$ cat config.mk
export PLATFORM = sky130hd
export DESIGN_NAME = seg_scan_decoder
export DESIGN_NICKNAME = d
export VERILOG_FILES = /design/src/rtl/seg_pkg.sv /design/src/rtl/seg_to_num.sv /design/src/rtl/seg_scan_decoder.sv
export SDC_FILE = /design/constraint.sdc
export NUM_CORES = 1
export LEC_CHECK = 0
export CAP_MARGIN = 10
export CORE_AREA = 2 2 168 170
export CTS_CLUSTER_SIZE = 30
export DETAILED_ROUTE_END_ITERATION = 6
export DIE_AREA = 0 0 170 172
export PLACE_DENSITY = 0.51
export SETUP_SLACK_MARGIN = 0.5
export SYNTH_ARGS = -nofsm -noshare
export SYNTH_HDL_FRONTEND = slang
export SYNTH_SLANG_ARGS = --single-unit
$ cat constraint.sdc
create_clock -name clk -period 5.9 [get_ports clk]
set_clock_uncertainty 0.15 [all_clocks]
set_input_delay 1.18 -clock clk [delete_from_list [all_inputs] [get_ports clk]]
set_output_delay 1.18 -clock clk [all_outputs]
set_load 0.05 [all_outputs]
$ cat src/rtl/seg_pkg.sv
`default_nettype none
// ============================================================================
// Package  : seg_pkg
// Purpose  : Seven-segment glyph codes and scan-decoder state encoding.
// Revision : 1.0  initial release
// ============================================================================
package seg_pkg;

  // Active-low g..a patterns for hex digits 0..F
  localparam logic [6:0] GLYPH_0 = 7'b1000000;
  localparam logic [6:0] GLYPH_1 = 7'b1111001;
  localparam logic [6:0] GLYPH_2 = 7'b0100100;
  localparam logic [6:0] GLYPH_3 = 7'b0110000;
  localparam logic [6:0] GLYPH_4 = 7'b0011001;
  localparam logic [6:0] GLYPH_5 = 7'b0010010;
  localparam logic [6:0] GLYPH_6 = 7'b0000010;
  localparam logic [6:0] GLYPH_7 = 7'b1111000;
  localparam logic [6:0] GLYPH_8 = 7'b0000000;
  localparam logic [6:0] GLYPH_9 = 7'b0010000;
  localparam logic [6:0] GLYPH_A = 7'b0001000;
  localparam logic [6:0] GLYPH_B = 7'b0000011;
  localparam logic [6:0] GLYPH_C = 7'b1000110;
  localparam logic [6:0] GLYPH_D = 7'b0100001;
  localparam logic [6:0] GLYPH_E = 7'b0000110;
  localparam logic [6:0] GLYPH_F = 7'b0001110;

  localparam int SEG_DP = 7;

  typedef enum logic [1:0] {
    IDLE     = 2'd0,
    SETTLING = 2'd1,
    CAPTURED = 2'd2
  } scan_state_e;

endpackage
`default_nettype wire

$ cat src/rtl/seg_to_num.sv
`default_nettype none
// ============================================================================
// Module   : seg_to_num
// Purpose  : Combinational active-low glyph to hex nibble lookup.
// Revision : 1.0  initial release
// ============================================================================
module seg_to_num
  import seg_pkg::*;
(
  input  logic [6:0] seg_i,
  output logic [3:0] nibble_o,
  output logic       invalid_o
);

  always_comb begin
    nibble_o  = 4'h0;
    invalid_o = 1'b0;
    case (seg_i)
      GLYPH_0: nibble_o = 4'h0;
      GLYPH_1: nibble_o = 4'h1;
      GLYPH_2: nibble_o = 4'h2;
      GLYPH_3: nibble_o = 4'h3;
      GLYPH_4: nibble_o = 4'h4;
      GLYPH_5: nibble_o = 4'h5;
      GLYPH_6: nibble_o = 4'h6;
      GLYPH_7: nibble_o = 4'h7;
      GLYPH_8: nibble_o = 4'h8;
      GLYPH_9: nibble_o = 4'h9;
      GLYPH_A: nibble_o = 4'hA;
      GLYPH_B: nibble_o = 4'hB;
      GLYPH_C: nibble_o = 4'hC;
      GLYPH_D: nibble_o = 4'hD;
      GLYPH_E: nibble_o = 4'hE;
      GLYPH_F: nibble_o = 4'hF;
      default: invalid_o = 1'b1;
    endcase
  end

endmodule
`default_nettype wire

$ cat src/rtl/seg_scan_decoder.sv
`default_nettype none
// ============================================================================
// Module   : seg_scan_decoder
// Purpose  : Rebuilds displayed hex digits from a multiplexed 7-seg bus and
//            publishes one consistent frame per complete scan sweep.
// Revision : 1.0  initial release
// ============================================================================
module seg_scan_decoder
  import seg_pkg::*;
#(
  parameter int DIGITS  = 8,
  parameter int SETTLE  = 4,      // must be >= 2
  parameter int TIMEOUT = 1000000
) (
  input  logic                  clk,
  input  logic                  rst_n,
  input  logic [7:0]            seg_in,
  input  logic [DIGITS-1:0]     an_in,
  input  logic                  clr_err,
  output logic [4*DIGITS-1:0]   digits_out,
  output logic [DIGITS-1:0]     dp_out,
  output logic [DIGITS-1:0]     err_mask,
  output logic                  frame_valid,
  output logic                  multi_err,
  output logic                  stale
);

  localparam int                CNT_W       = (SETTLE > 1) ? $clog2(SETTLE) : 1;
  localparam logic [CNT_W-1:0]  SETTLE_LAST = CNT_W'(SETTLE - 1);
  localparam int                TO_W        = $clog2(TIMEOUT + 1);
  localparam logic [TO_W-1:0]   TO_MAX      = TO_W'(TIMEOUT);

  logic [7:0]          seg_q, seg_prev_q;
  logic [DIGITS-1:0]   an_q, an_prev_q;
  scan_state_e         state_q, state_d;
  logic [CNT_W-1:0]    cnt_q, cnt_d;
  logic [DIGITS-1:0]   seen_q, seen_d;
  logic [4*DIGITS-1:0] shadow_nib_q, shadow_nib_d;
  logic [DIGITS-1:0]   shadow_dp_q, shadow_dp_d;
  logic [DIGITS-1:0]   shadow_err_q, shadow_err_d;
  logic [4*DIGITS-1:0] digits_q;
  logic [DIGITS-1:0]   dp_q, err_q;
  logic                frame_valid_q, multi_err_q;
  logic [TO_W-1:0]     to_q, to_d;

  logic                onehot, multi_hot, changed, capture, publish;
  logic [DIGITS-1:0]   cap_mask;
  logic [3:0]          dec_nib;
  logic                dec_inv;

  assign onehot    = ($countones(~an_q) == 1);
  assign multi_hot = ($countones(~an_q) > 1);
  assign changed   = ({an_q, seg_q} != {an_prev_q, seg_prev_q});
  assign publish   = &seen_q;

  seg_to_num u_dec (
    .seg_i     (seg_q[6:0]),
    .nibble_o  (dec_nib),
    .invalid_o (dec_inv)
  );

  always_ff @(posedge clk or negedge rst_n) begin
    if (!rst_n) begin
      state_q <= IDLE;
      cnt_q   <= '0;
    end else begin
      state_q <= state_d;
      cnt_q   <= cnt_d;
    end
  end

  always_comb begin
    state_d = state_q;
    cnt_d   = cnt_q;
    case (state_q)
      IDLE: begin
        if (onehot) begin
          state_d = SETTLING;
          cnt_d   = '0;
        end
      end
      SETTLING: begin
        if (!onehot) begin
          state_d = IDLE;
          cnt_d   = '0;
        end else if (changed) begin
          cnt_d = '0;
        end else begin
          cnt_d = cnt_q + 1'b1;
          if (cnt_d == SETTLE_LAST) state_d = CAPTURED;
        end
      end
      CAPTURED: begin
        // One capture per dwell: wait here until the bus moves on
        if (changed) begin
          state_d = onehot ? SETTLING : IDLE;
          cnt_d   = '0;
        end
      end
      default: begin
        state_d = IDLE;
        cnt_d   = '0;
      end
    endcase
  end

  always_comb begin
    capture  = (state_q == SETTLING) && (state_d == CAPTURED);
    cap_mask = capture ? ~an_q : '0;
  end

  always_comb begin
    shadow_nib_d = shadow_nib_q;
    shadow_dp_d  = shadow_dp_q;
    shadow_err_d = shadow_err_q;
    for (int i = 0; i < DIGITS; i++) begin
      if (cap_mask[i]) begin
        shadow_nib_d[4*i +: 4] = dec_nib;
        shadow_dp_d[i]         = ~seg_q[SEG_DP];
        shadow_err_d[i]        = dec_inv;
      end
    end
  end

  // A capture landing in the publish cycle belongs to the next frame
  assign seen_d = (publish ? '0 : seen_q) | cap_mask;
  assign to_d   = publish ? '0 : ((to_q == TO_MAX) ? to_q : to_q + 1'b1);

  always_ff @(posedge clk or negedge rst_n) begin
    if (!rst_n) begin
      seg_q         <= '1;
      an_q          <= '1;
      seg_prev_q    <= '1;
      an_prev_q     <= '1;
      seen_q        <= '0;
      shadow_nib_q  <= '0;
      shadow_dp_q   <= '0;
      shadow_err_q  <= '0;
      digits_q      <= '0;
      dp_q          <= '0;
      err_q         <= '0;
      frame_valid_q <= 1'b0;
      multi_err_q   <= 1'b0;
      to_q          <= '0;
    end else begin
      seg_q         <= seg_in;
      an_q          <= an_in;
      seg_prev_q    <= seg_q;
      an_prev_q     <= an_q;
      seen_q        <= seen_d;
      shadow_nib_q  <= shadow_nib_d;
      shadow_dp_q   <= shadow_dp_d;
      shadow_err_q  <= shadow_err_d;
      frame_valid_q <= publish;
      multi_err_q   <= multi_hot | (multi_err_q & ~clr_err);
      to_q          <= to_d;
      if (publish) begin
        digits_q <= shadow_nib_q;
        dp_q     <= shadow_dp_q;
        err_q    <= shadow_err_q;
      end
    end
  end

  assign digits_out  = digits_q;
  assign dp_out      = dp_q;
  assign err_mask    = err_q;
  assign frame_valid = frame_valid_q;
  assign multi_err   = multi_err_q;
  assign stale       = (to_q == TO_MAX);

endmodule
`default_nettype wire

**Word level (Yosys, flattened, before mapping)**

Cells that the tools add are included.

- Register bits after elaboration: 162
- Memories: 0
- RAM bits: 0
- Output and inout bits: 51
- Latch bits: 0
- Word-level logic and storage cells: 102
- ROM bits: 0

- Multiply operators: 0
- Shifts and indexed selects: 0
- Magnitude comparators: 1
- Add/subtract/negate cells: 9
- Eq/ne operators: 25
- Div/mod/pow operators: 0
- Reductions and logical operators: 6
- Bitwise logic cells: 6
- Muxes and demuxes: 18

Operators by type and width:

| operator | number |
|---|---|
| 4-bit case mux with 15 select lines | 1 |
| 20-bit two-way mux | 2 |
| 32-bit by 2-bit == test with 1-bit output, second input constant | 1 |
| 7-bit == test, second input constant | 4 |
| 7-bit by 5-bit == test with 1-bit output, second input constant | 3 |
| 7-bit by 6-bit == test with 1-bit output, second input constant | 3 |
| 20-bit by 1-bit adder with 20-bit output, second input constant | 1 |
| 20-bit == test, second input constant | 1 |
| 2-bit two-way mux | 9 |
| 8-bit two-way mux | 2 |
| 16-bit inequality test | 1 |
| 16-bit OR reduction | 1 |
| 7-bit by 2-bit == test with 1-bit output, second input constant | 2 |
| 7-bit by 4-bit == test with 1-bit output, second input constant | 2 |
| 2-bit case mux with 3 select lines | 2 |
| 1-bit by 1-bit adder with 2-bit output | 4 |
| 8-bit inverter | 1 |
| 8-bit OR | 1 |
| 8-bit AND reduction | 1 |
| 7-bit by 3-bit == test with 1-bit output, second input constant | 1 |
| 7-bit zero test | 1 |
| 2-bit by 2-bit adder with 3-bit output | 2 |
| 2-bit == test, second input constant | 3 |
| 3-bit by 3-bit adder with 4-bit output | 1 |
| other kinds (12) | 15 |

**Depth between registers and ports, before layout**

Gate-level depths: netlist (run 1).

- Depth in word-level cells: 12
- Depth in mapped cells: 12
- Mapped depth without buffers: 12

**By module**

A second synthesis (run 1) with hierarchy kept.

- Cell total of the unflattened synthesis: 604
- Area total of the unflattened synthesis: 6840.3 µm²

Modules (own cells, without submodules):

| module | times used | cells each | seq. area each (µm²) | area an instance (µm²) |
|---|---|---|---|---|
| seg_scan_decoder | 1 | 541 | 4093.9 | 6458.7 |
| seg_to_num | 1 | 63 | 0.0 | 381.6 |

**Worst setup path before layout (run 1)**

OpenSTA, ideal clock, no wires.

- Path kind: register -> register
- From: reg an_q[1]
- To: reg shadow_err_q[0]
- Buffers on the path: 0
- Clock period less this slack: 4.523 ns
- Setup slack: 1.377 ns
- Arrival: 4.249 ns
- Library setup time: 0.125 ns
- Required time: 5.625 ns
- Stages on the path, launching flop included: 13
- Cells stage by stage: dfstp_2 -> fa_1 -> inv_1 -> fa_1 -> fa_1 -> ha_1 -> inv_1 -> fa_1 -> nand4b_1 -> o21ai_1 -> nand4_2 -> nor3_2 -> mux2_2

- Cells in the longest elaborated chain, start to end: 11
- Elaborated cells between the ends (all ways): 15

Ends and longest elaborated chain:

| what | RTL line | RTL |
|---|---|---|
| start, declared | seg_scan_decoder.sv:34 | `logic [DIGITS-1:0] an_q, an_prev_q;` |
| start signal, assigned | seg_scan_decoder.sv:147 | `an_q <= an_in;` |
| 8-bit inverter | seg_scan_decoder.sv:51 | `assign onehot = ($countones(~an_q) == 1);` |
| 1-bit by 1-bit adder with 2-bit output (implied by the code) | seg_scan_decoder.sv:51 |  |
| 2-bit by 2-bit adder with 3-bit output (implied by the code) | seg_scan_decoder.sv:51 |  |
| 3-bit by 3-bit adder with 4-bit output (implied by the code) | seg_scan_decoder.sv:51 |  |
| 32-bit by 2-bit == test with 1-bit output | seg_scan_decoder.sv:51 |  |
| 1-bit two-way mux | seg_scan_decoder.sv:96 | `state_d = onehot ? SETTLING : IDLE;` |
| 2-bit two-way mux | seg_scan_decoder.sv:95 | `if (changed) begin` |
| 2-bit case mux with 3 select lines (*) | seg_scan_decoder.sv:75 | `case (state_q)` |
| 2-bit == test (*) | seg_scan_decoder.sv:108 | `capture = (state_q == SETTLING) && (state_d == CAPTURED);` |
| 1-bit logical AND (*) | seg_scan_decoder.sv:108 |  |
| 8-bit two-way mux (*) | seg_scan_decoder.sv:109 | `cap_mask = capture ? ~an_q : '0;` |
| end signal, assigned | seg_scan_decoder.sv:153 | `shadow_err_q <= shadow_err_d;` |
| end, declared | seg_scan_decoder.sv:40 | `logic [DIGITS-1:0] shadow_err_q, shadow_err_d;` |

Every way passes the cells marked *; elsewhere a longest branch is shown, timed or not.
A chain may end at the register's enable or synchronous reset.

**Worst setup path in the final report (run 1)**

- From: reg an_q[1]
- To: reg shadow_nib_q[7]

- Cells in the longest elaborated chain, start to end: 11
- Elaborated cells between the ends (all ways): 15

Ends and longest elaborated chain:

| what | RTL line | RTL |
|---|---|---|
| 8-bit inverter | seg_scan_decoder.sv:51, seg_scan_decoder.sv:109 |  |
| 1-bit by 1-bit adder with 2-bit output (implied by the code) | seg_scan_decoder.sv:51 |  |
| 2-bit by 2-bit adder with 3-bit output (implied by the code) | seg_scan_decoder.sv:51 |  |
| 3-bit by 3-bit adder with 4-bit output (implied by the code) | seg_scan_decoder.sv:51 |  |
| 32-bit by 2-bit == test with 1-bit output | seg_scan_decoder.sv:51 |  |
| 1-bit two-way mux | seg_scan_decoder.sv:96 |  |
| 2-bit two-way mux | seg_scan_decoder.sv:95 |  |
| 2-bit case mux with 3 select lines | seg_scan_decoder.sv:75 |  |
| 2-bit == test | seg_scan_decoder.sv:108 |  |
| 1-bit logical AND | seg_scan_decoder.sv:108 |  |
| 8-bit two-way mux (*) | seg_scan_decoder.sv:109 |  |
| end signal, assigned | seg_scan_decoder.sv:151 | `shadow_nib_q <= shadow_nib_d;` |
| end, declared | seg_scan_decoder.sv:38 | `logic [4*DIGITS-1:0] shadow_nib_q, shadow_nib_d;` |

Marks and branches as above.

==> results.py, run 1 <==
metrics = {
    "status": {
        "status": "finished clean",
    },
    "global_route": {
        "grt_use_total": 0.109,
        "grt_overflow": 0,
        "antenna_found_initial": 0,
        "grt_pass1_vias": 4406,
        "grt_max_degree": 74,
        "grt_pass1_wl_mm": 24.5,
    },
    "cts": {
        "cts_buffer_depth": 2,
        "clkTransAtPathRegs_ns": 0.07,
        "clk_latency_ns": 0.43,
        "cts_hold_buf": 0,
        "cts-root-buf": "clkbuf_16",
        "cts_resized": 0,
        "cts_sinks": 162,
        "h-tree-depth": 4,
        "cts_buffers": 17,
        "cts_setup_buffers": 0,
        "tritoncts": "built",
    },
    "final_layout": {
        "areaGrowthSynthToFinish_pct": 24.4,
        "final_area_um2": 8380,
        "nets": 689,
        "drive_gt1_frac": 0.181,
        "antenna_cells": 0,
    },
    "logic_synthesis": {
        "netlist_area_um2": 6740,
        "ys_async_sr_fraction": 1.00,
        "ys_warn_count": 0,
        "synth_top_cells_by_count": "nand2_1, dfrtp_1, mux2_2",
        "synth-edff-count": 0,
        "syn_area_per_cell_um2": 11.4,
        "synthCells": 590,
        "ys_seq_elements": 162,
        "synth_fp_nets": 619,
        "yosysTopAreaCell": "dfrtp_1",
        "synth.most_common_cell": "nand2_1",
        "synth_flop_cell": "dfrtp_1",
        "synth_area_leaders": "dfrtp_1, dfstp_2, nand2_1",
        "synth.distinct_cells": 50,
        "synth_sequential_area_ratio": 0.608,
        "synth.top_cell.area_share": 0.483,
    },
    "floorplan": {
        "ios": 70,
        "core_um2": 27500,
        "die_w_um": 170,
        "die_area_um2": 29200,
        "rows": 61,
        "die_h_um": 172,
        "initial_core_util": 0.245,
    },
    "route": {
        "drc": 0,
        "routed_wirelength_mm": 15.0,
        "first_pass_iters": 4,
        "drtIter0Drc": 241,
        "vias_per_cell": 4.33,
        "ant_nets": 0,
        "vias": 4408,
        "wl_per_cell_um": 14.8,
    },
    "setup_path": {
        "worst_ep_arrival_time_ns": 5.17,
        "cp-end-kind": "register",
        "start_kind": "register",
        "worstSetupPathType": "reg -> reg",
        "critical_path.max_fanout": 9,
        "reg2reg_depth": 12,
        "cp.required_ns": 6.06,
    },
    "sta": {
        "fmax_mhz": 200,
        "hold_slack_ns": 0.258,
        "tightest_slew_ns": 1.06,
        "fin_tns_setup_ns": 0,
        "hold_violations": 0,
        "setup_slack_ns": 0.896,
        "slew_viol_final": 0,
        "setup_viol": 0,
        "finalCritPeriodShare": 0.848,
        "max-slew-margin-rel": 0.289,
        "period_minus_slack_ns": 5.00,
        "rsz0062_at_grt": "false",
    },
    "run": {
        "max-cap-violations": 0,
    },
    "power_and_ir_drop": {
        "power.density_nw_per_um2": 282,
        "peakVddDrop_mv": 0.144,
        "p_leak_nw": 3.90,
    },
    "hold_path": {
        "hold_path_class": "reg -> reg",
        "holdPathStages": 0,
    },
    "placed_design": {
        "dp_slack_ns": 0.906,
        "place_congestion": 0.770,
        "hpwl_mm": 10.2,
        "portBuffers": 69,
        "place_area_um2": 7800,
    },
}
[stage by stage]
stage          power, mW   util  instances
2_1_floorplan       1.24      -        590
3_3_place_gp        1.30  0.284        987
4_1_cts             2.40  0.305       1019
6_report            2.37  0.305       1019
3_5_place_dp        1.31  0.284        987
5_1_grt             2.47  0.305       1019
[cells in the final DEF (no fill, tap or decap), types with 3 or more instances in the layout]
master and count:
dfstp_2 32, fa_1 4, dfrtp_1 130, inv_1 26, nand4_1 7, buf_4 5, mux2_2 40, inv_6 9
nor3_4 3, a21o_1 9, nand3_1 14, xnor2_1 5, xor2_1 31, or3_1 4, inv_8 3, nor2_1 27
nor3_1 7, nor3b_1 3, a21oi_1 5, nor4_1 8, clkbuf_16 17, ha_1 6, clkdlybuf4s50_1 68, o21ai_0 12
nor3_2 5, nand2_1 142, nor2b_1 4, mux2i_1 9
[critical path, stage by stage, from the launching register on]
cell	delay [ns]
dfstp_2	0.59
fa_1	0.43
inv_1	0.08
fa_1	0.42
fa_1	0.49
ha_1	0.19
inv_1	0.06
fa_1	0.52
nand4b_1	0.11
o21ai_1	0.39
nand4_2	0.44
nor3_2	0.61
mux2_2	0.40
[power by group]
group	leakage [nW]	switching [mW]	internal (mW)	total [mW]
combinational	1.48	0.0741	0.0483	0.122
clock	0.283	0.509	0.574	1.08
sequential	2.13	0.0239	1.14	1.16
[layer usage]
metal	GRT usage	share of wire
met4	0.0294	0.010
met2	0.168	0.46
met5	0	0
met3	0.0298	0.046
met1	0.152	0.49
[cell families (layout without fill, tap and decap cells)]
group	after synthesis	after routing	share of synthesized area
AND/OR/NAND/NOR	240	240	0.170
multiplexers	49	49	0.0803
flip-flops	162	162	0.608
adder cells (fa/ha/maj)	10	10	0.0230
XOR/XNOR	36	36	0.0468
AO/OA/AOI/OAI	43	43	0.0429
buffers and inverters	50	133	0.0294
[sequential cells by signal, indices dropped and copies added (netlist names)]
register	flops
seen_q	8
an_prev_q	8
multi_err	1
seg_prev_q	8
shadow_dp_q	8
frame_valid	1
seg_q	8
err_mask	8
dp_out	8
to_q	20
an_q	8
shadow_nib_q	32
state_q	2
cnt_q	2
shadow_err_q	8
digits_out	32
[cell type report]
type	count	area (µm²)
Fill cell	2830	19100
Sequential cell	162	4090
Multi-Input combinational cell	378	2440
Timing Repair Buffer	74	729
Clock buffer	18	439
Tap cell	346	433
Clock inverter	14	136
Inverter	27	101
[worst paths after layout]
| path | startpoint | to | slack [ns] |
|---|---|---|---|
| setup reg to reg | an_q[1]$_DFF_PN1_ | shadow_nib_q[7]$_DFFE_PN0P_ | 0.90 |
| hold reg to reg | an_q[0]$_DFF_PN1_ | an_prev_q[0]$_DFF_PN1_ | 0.26 |
| setup / recovery | an_q[1]$_DFF_PN1_ | shadow_nib_q[7]$_DFFE_PN0P_ | 0.90 |
| hold / removal | an_q[0]$_DFF_PN1_ | an_prev_q[0]$_DFF_PN1_ | 0.26 |
| max in group asynchronous | rst_n | shadow_err_q[4]$_DFFE_PN0P_ | 3.92 |
| min in group asynchronous | rst_n | digits_out[7]$_DFFE_PN0P_ | 0.61 |
Power figures use the tool's default switching activity.
==> inputs of run 2 (changes only) <==
PLACE_DENSITY = 0.52   (was 0.51)
clock period = 4.22 ns   (was 5.9 ns; I/O delays follow)
==> results.py, run 2 (synthesis results as in run 1) <==
metrics = {
    "floorplan": {
        "die_w_um": 170,
        "initial_core_util": 0.245,
        "die_h_um": 172,
        "die_area_um2": 29200,
        "ios": 70,
        "rows": 61,
        "core_um2": 27500,
    },
    "sta": {
        "finalCritPeriodShare": 1.01,
        "rsz0062_at_grt": "true",
        "setup_viol": 15,
        "hold_violations": 0,
        "max-slew-margin-rel": 0.401,
        "period_minus_slack_ns": 4.27,
        "fmax_mhz": 234,
        "hold_slack_ns": 0.267,
        "setup_slack_ns": -0.0494,
        "slew_viol_final": 0,
        "tightest_slew_ns": 0.899,
    },
    "route": {
        "routed_wirelength_mm": 15.5,
        "drc": 0,
        "wl_per_cell_um": 14.8,
        "first_pass_iters": 4,
        "vias": 4554,
        "vias_per_cell": 4.35,
        "drtIter0Drc": 268,
        "ant_nets": 0,
    },
    "setup_path": {
        "slowest_delay_ns": 0.54,
        "worstSetupPathType": "reg -> reg",
        "crit_path_frequent_cell": "fa_1",
        "cp_slowest_cell": "dfstp_2",
        "cp.required_ns": 4.38,
        "crit_chain": "fa_1, inv_1, fa_1, fa_1, ha_2, inv_2, fa_1, nand4b_1, o21ai_2, nand4_4, buf_12, nor3_4, buf_6, mux2_2",
        "cp-end-kind": "register",
        "worst_ep_arrival_time_ns": 4.43,
        "start_kind": "register",
        "critical_path.max_fanout": 9,
    },
    "final_layout": {
        "areaGrowthSynthToFinish_pct": 31.8,
        "post-route-util": 0.323,
        "nets": 717,
        "layout_commonest_cell": "nand2_1",
        "drive_gt1_frac": 0.215,
        "fin_cells": 1047,
        "final_cell_mix": "nand2_1, dfrtp_1, clkdlybuf4s50_1",
        "antenna_cells": 0,
    },
    "power_and_ir_drop": {
        "internal-power_mw": 2.51,
        "peakVddDrop_mv": 0.266,
        "p_sw_frac": 0.246,
        "clkPwrFrac": 0.447,
        "p_leak_nw": 4.13,
        "combPwrFrac": 0.066,
        "power.switching_mw": 0.818,
        "power.density_nw_per_um2": 375,
        "seqPwrFrac": 0.487,
        "finalPower_mw": 3.33,
    },
    "global_route": {
        "grt_use_total": 0.114,
        "grt_pass1_vias": 4614,
        "antenna_found_initial": 0,
        "grt_max_degree": 78,
        "grt_pass1_wl_mm": 25.6,
        "grt_overflow": 0,
    },
    "cts": {
        "cts_hold_buf": 0,
        "clkTransAtPathRegs_ns": 0.07,
        "tritoncts": "built",
        "cts_buffer_depth": 2,
        "cts_sinks": 162,
        "clk_latency_ns": 0.43,
        "cts_buffers": 17,
        "cts-root-buf": "clkbuf_16",
        "h-tree-depth": 4,
    },
    "placed_design": {
        "dp_slack_ns": -0.0730,
        "hpwl_mm": 10.3,
        "place_inst": 1004,
        "portBuffers": 69,
        "place_congestion": 0.745,
    },
    "status": {
        "violations": "setup timing",
        "status": "complete, but fails checks",
    },
    "hold_path": {
        "hold_path_class": "in -> async",
    },
    "run": {
        "max-cap-violations": 0,
    },
}
==> run 2: changes by cell type in the layout (fill, tap and decap cells not counted), moves of 5 or more <==
cell,previous run,this run
mux2_2,40,7
mux2_4,0,33
buf_6,1,14
buf_4,5,14
buf_12,0,6
inv_6,9,4
nor3_2,5,0
nor3_4,3,8
==> run 2: metrics by stage <==
stage	instance area, µm²	TNS [ns]
2_1_floorplan	6780	-4.87
3_3_place_gp	8050	0
3_5_place_dp	8050	-1.93
4_1_cts	8770	-0.510
5_1_grt	8880	-8.53
6_report	8880	-0.317
==> run 2: worst max-delay path: cells and delay by family (launching register included) <==
kind                       cells  cell delay (ns)
DFF                            1             0.54
and+or+nand+nor                3             0.44
buffers and inverters          4             0.45
adders and majority gates      5             2.05
muxes                          1             0.33
AOI/OAI and AO/OA              1             0.20
==> run 2: worst paths after layout <==
path	to	slack, ns	depth (start not counted)	startpoint
worst min-delay path	to_q[0]$_DFFE_PN0P_	0.27	1	rst_n
worst max register to register	shadow_nib_q[9]$_DFFE_PN0P_	-0.05	14	an_q[1]$_DFF_PN1_
min in group clk	an_prev_q[6]$_DFF_PN1_	0.27	0	an_q[6]$_DFF_PN1_
worst min register to register	an_prev_q[6]$_DFF_PN1_	0.27	0	an_q[6]$_DFF_PN1_
worst max-delay path	shadow_nib_q[9]$_DFFE_PN0P_	-0.05	14	an_q[1]$_DFF_PN1_
max in group asynchronous	seen_q[7]$_DFF_PN0_	2.82	2	rst_n
==> run 2: power by group through the flow <==
stage | logic [mW] | clock network [mW] | registers (mW)
floorplan | 0.0982 | 0 | 1.64
global placement | 0.189 | 0 | 1.65
detailed placement | 0.191 | 0 | 1.65
CTS | 0.217 | 1.54 | 1.62
global route | 0.247 | 1.61 | 1.63
finish | 0.220 | 1.49 | 1.62
==> run 2: cell type report <==
class / count / area (µm²)
Clock inverter: 13 / 126
Timing Repair Buffer: 102 / 1060
Inverter: 27 / 101
Multi-Input combinational cell: 378 / 2630
Clock buffer: 19 / 433
Tap cell: 346 / 433
Fill cell: 2818 / 18600
Sequential cell: 162 / 4090
==> run 2: what timing repair did <==
item	4_1_cts	5_1_grt
hold endpoints to repair	0	0
endpoints found under the setup margin	60	60
gates resized for setup	29	22
setup buffers	8	3
cloned	0	0
pin swaps	5	3
==> run 2: routing by layer <==
metal	vias to the layer above	GRT usage	routed length, µm
li1	2172	-	-
met3	7	0.0336	729
met1	2282	0.164	7850
met5	-	0	0
met4	0	0.0342	84
met2	93	0.166	6790
==> inputs of run 3 (changes only) <==
ABC_CLOCK_PERIOD_IN_PS = 4220   (was not set)
CORE_AREA = 2 2 215 133   (was 2 2 168 170)
DIE_AREA = 0 0 217 135   (was 0 0 170 172)
PLACE_DENSITY = 0.53   (was 0.52)
==> results.py, run 3 (synthesis results as in run 1) <==
metrics = {
    "status": {
        "status": "complete, but fails checks",
        "violations": "setup timing",
    },
    "route": {
        "first_pass_iters": 4,
        "wl_met2_mm": 6.17,
        "wl_per_cell_um": 15.0,
        "wl_met1_mm": 8.90,
        "maxUsedRoutingLayer": "met5",
        "ant_nets": 0,
        "vias": 4521,
        "dr_wl_met3_um": 805,
        "routed_wirelength_mm": 16.1,
        "drtIter0Drc": 274,
        "drc": 0,
        "vias_per_cell": 4.24,
    },
    "placed_design": {
        "hpwl_mm": 10.8,
        "place_inst": 1024,
        "portBuffers": 69,
        "place_area_um2": 8080,
        "place_congestion": 0.772,
    },
    "final_layout": {
        "areaGrowthSynthToFinish_pct": 32.5,
        "final_area_um2": 8920,
        "regArea_um2": 4090,
        "post-route-util": 0.328,
        "antenna_cells": 0,
        "nets": 716,
        "multi_input_area_um2": 2610,
        "final_cell_mix": "nand2_1, dfrtp_1, clkdlybuf4s50_1",
        "fill_cells": 2739,
        "drive_gt1_frac": 0.219,
        "fin_cells": 1067,
        "layout_commonest_cell": "nand2_1",
    },
    "sta": {
        "tightest_slew_ns": 1.05,
        "setup_viol": 12,
        "fin_tns_setup_ns": -0.315,
        "hold_violations": 0,
        "slew_viol_final": 0,
        "rsz0062_at_grt": "true",
        "fmax_mhz": 233,
        "setup_slack_ns": -0.0638,
        "max-slew-margin-rel": 0.302,
        "period_minus_slack_ns": 4.28,
        "finalCritPeriodShare": 1.02,
    },
    "setup_path": {
        "crit_chain": "fa_1, inv_1, fa_1, fa_1, ha_2, inv_2, fa_1, nand4b_1, o21ai_2, nand4_4, buf_12, nor3_4, buf_12, mux2_2",
        "start_kind": "register",
        "worstSetupPathType": "reg -> reg",
        "slowest_delay_ns": 0.55,
        "cp.required_ns": 4.38,
        "crit_path_frequent_cell": "fa_1",
        "cp_top_family": "adder cells",
        "cp_slowest_cell": "dfstp_2",
        "cp-end-kind": "register",
        "worst_ep_arrival_time_ns": 4.45,
        "crit_buf_inv": 4,
        "critical_path.max_fanout": 9,
    },
    "cts": {
        "cts_buffer_depth": 2,
        "clk_latency_ns": 0.43,
        "tritoncts": "built",
        "clkTransAtPathRegs_ns": 0.07,
        "cts_sinks": 162,
        "h-tree-depth": 4,
        "cts_buffers": 17,
        "cts-root-buf": "clkbuf_16",
    },
    "power_and_ir_drop": {
        "power.density_nw_per_um2": 377,
        "p_sw_frac": 0.240,
        "internal-power_mw": 2.56,
        "peakVddDrop_mv": 0.257,
        "combPwrFrac": 0.062,
        "p_leak_nw": 4.14,
        "seqPwrFrac": 0.482,
        "clkPwrFrac": 0.456,
        "power.switching_mw": 0.807,
    },
    "floorplan": {
        "die_h_um": 135,
        "die_w_um": 217,
        "core_um2": 27200,
        "die_area_um2": 29300,
        "rows": 47,
        "ios": 70,
        "initial_core_util": 0.248,
    },
    "global_route": {
        "grt_max_degree": 84,
        "grt_pass1_wl_mm": 26.3,
        "antenna_found_initial": 1,
        "grt_use_total": 0.118,
        "grt_pass1_vias": 4585,
        "grt_overflow": 0,
    },
    "hold_path": {
        "hold_path_class": "reg -> reg",
    },
    "run": {
        "max-cap-violations": 0,
    },
}
[run 3: area by class of cell]
type,instances,area share
Multi-Input combinational cell,378,0.293
Timing Repair Buffer,101,0.120
Clock buffer,23,0.0585
Clock inverter,9,0.00757
Inverter,27,0.0114
Tap cell,367,0.0515
Sequential cell,162,0.459
[run 3: routing by layer]
| metal | vias to the layer above | global-route usage |
|---|---|---|
| li1 | 2170 | - |
| met1 | 2248 | 0.186 |
| met2 | 82 | 0.149 |
| met3 | 19 | 0.0329 |
| met4 | 2 | 0.0400 |
| met5 | - | 0 |
[run 3: worst paths after layout]
| path | from | endpoint | slack [ns] | cells past startpoint |
|---|---|---|---|---|
| worst max-delay path | an_q[3]$_DFF_PN1_ | shadow_nib_q[23]$_DFFE_PN0P_ | -0.06 | 14 |
| worst min-delay path | an_q[4]$_DFF_PN1_ | an_prev_q[4]$_DFF_PN1_ | 0.27 | 0 |
| worst max register to register | an_q[3]$_DFF_PN1_ | shadow_nib_q[23]$_DFFE_PN0P_ | -0.06 | 14 |
| worst min register to register | an_q[4]$_DFF_PN1_ | an_prev_q[4]$_DFF_PN1_ | 0.27 | 0 |
| max in group asynchronous | rst_n | shadow_nib_q[25]$_DFFE_PN0P_ | 2.71 | 2 |
| min in group asynchronous | rst_n | dp_out[2]$_DFFE_PN0P_ | 0.30 | 1 |
[run 3: power groups by stage]
stage               Clock [mW]  Sequential [mW]  Combinational (mW)
floorplan                    0             1.64              0.0982
global placement             0             1.65               0.193
detailed placement           0             1.65               0.194
CTS                       1.58             1.62               0.200
global route              1.66             1.63               0.234
finish                    1.53             1.62               0.209
[run 3: metrics by stage]
step           setup slack (ns)  power [mW]  hold slack (ns)
2_1_floorplan            -0.122        1.74            0.202
3_3_place_gp           -0.00125        1.84            0.265
3_5_place_dp            -0.0900        1.84            0.265
4_1_cts                 -0.0507        3.40            0.276
5_1_grt                  -0.170        3.52            0.278
6_report                -0.0638        3.36            0.270
[run 3: what timing repair did]
action,CTS,global route
buffers inserted,10,1
pin swaps,3,2
hold buffers,0,0
endpoints found under the setup margin,59,60
gates resized for setup,7,38
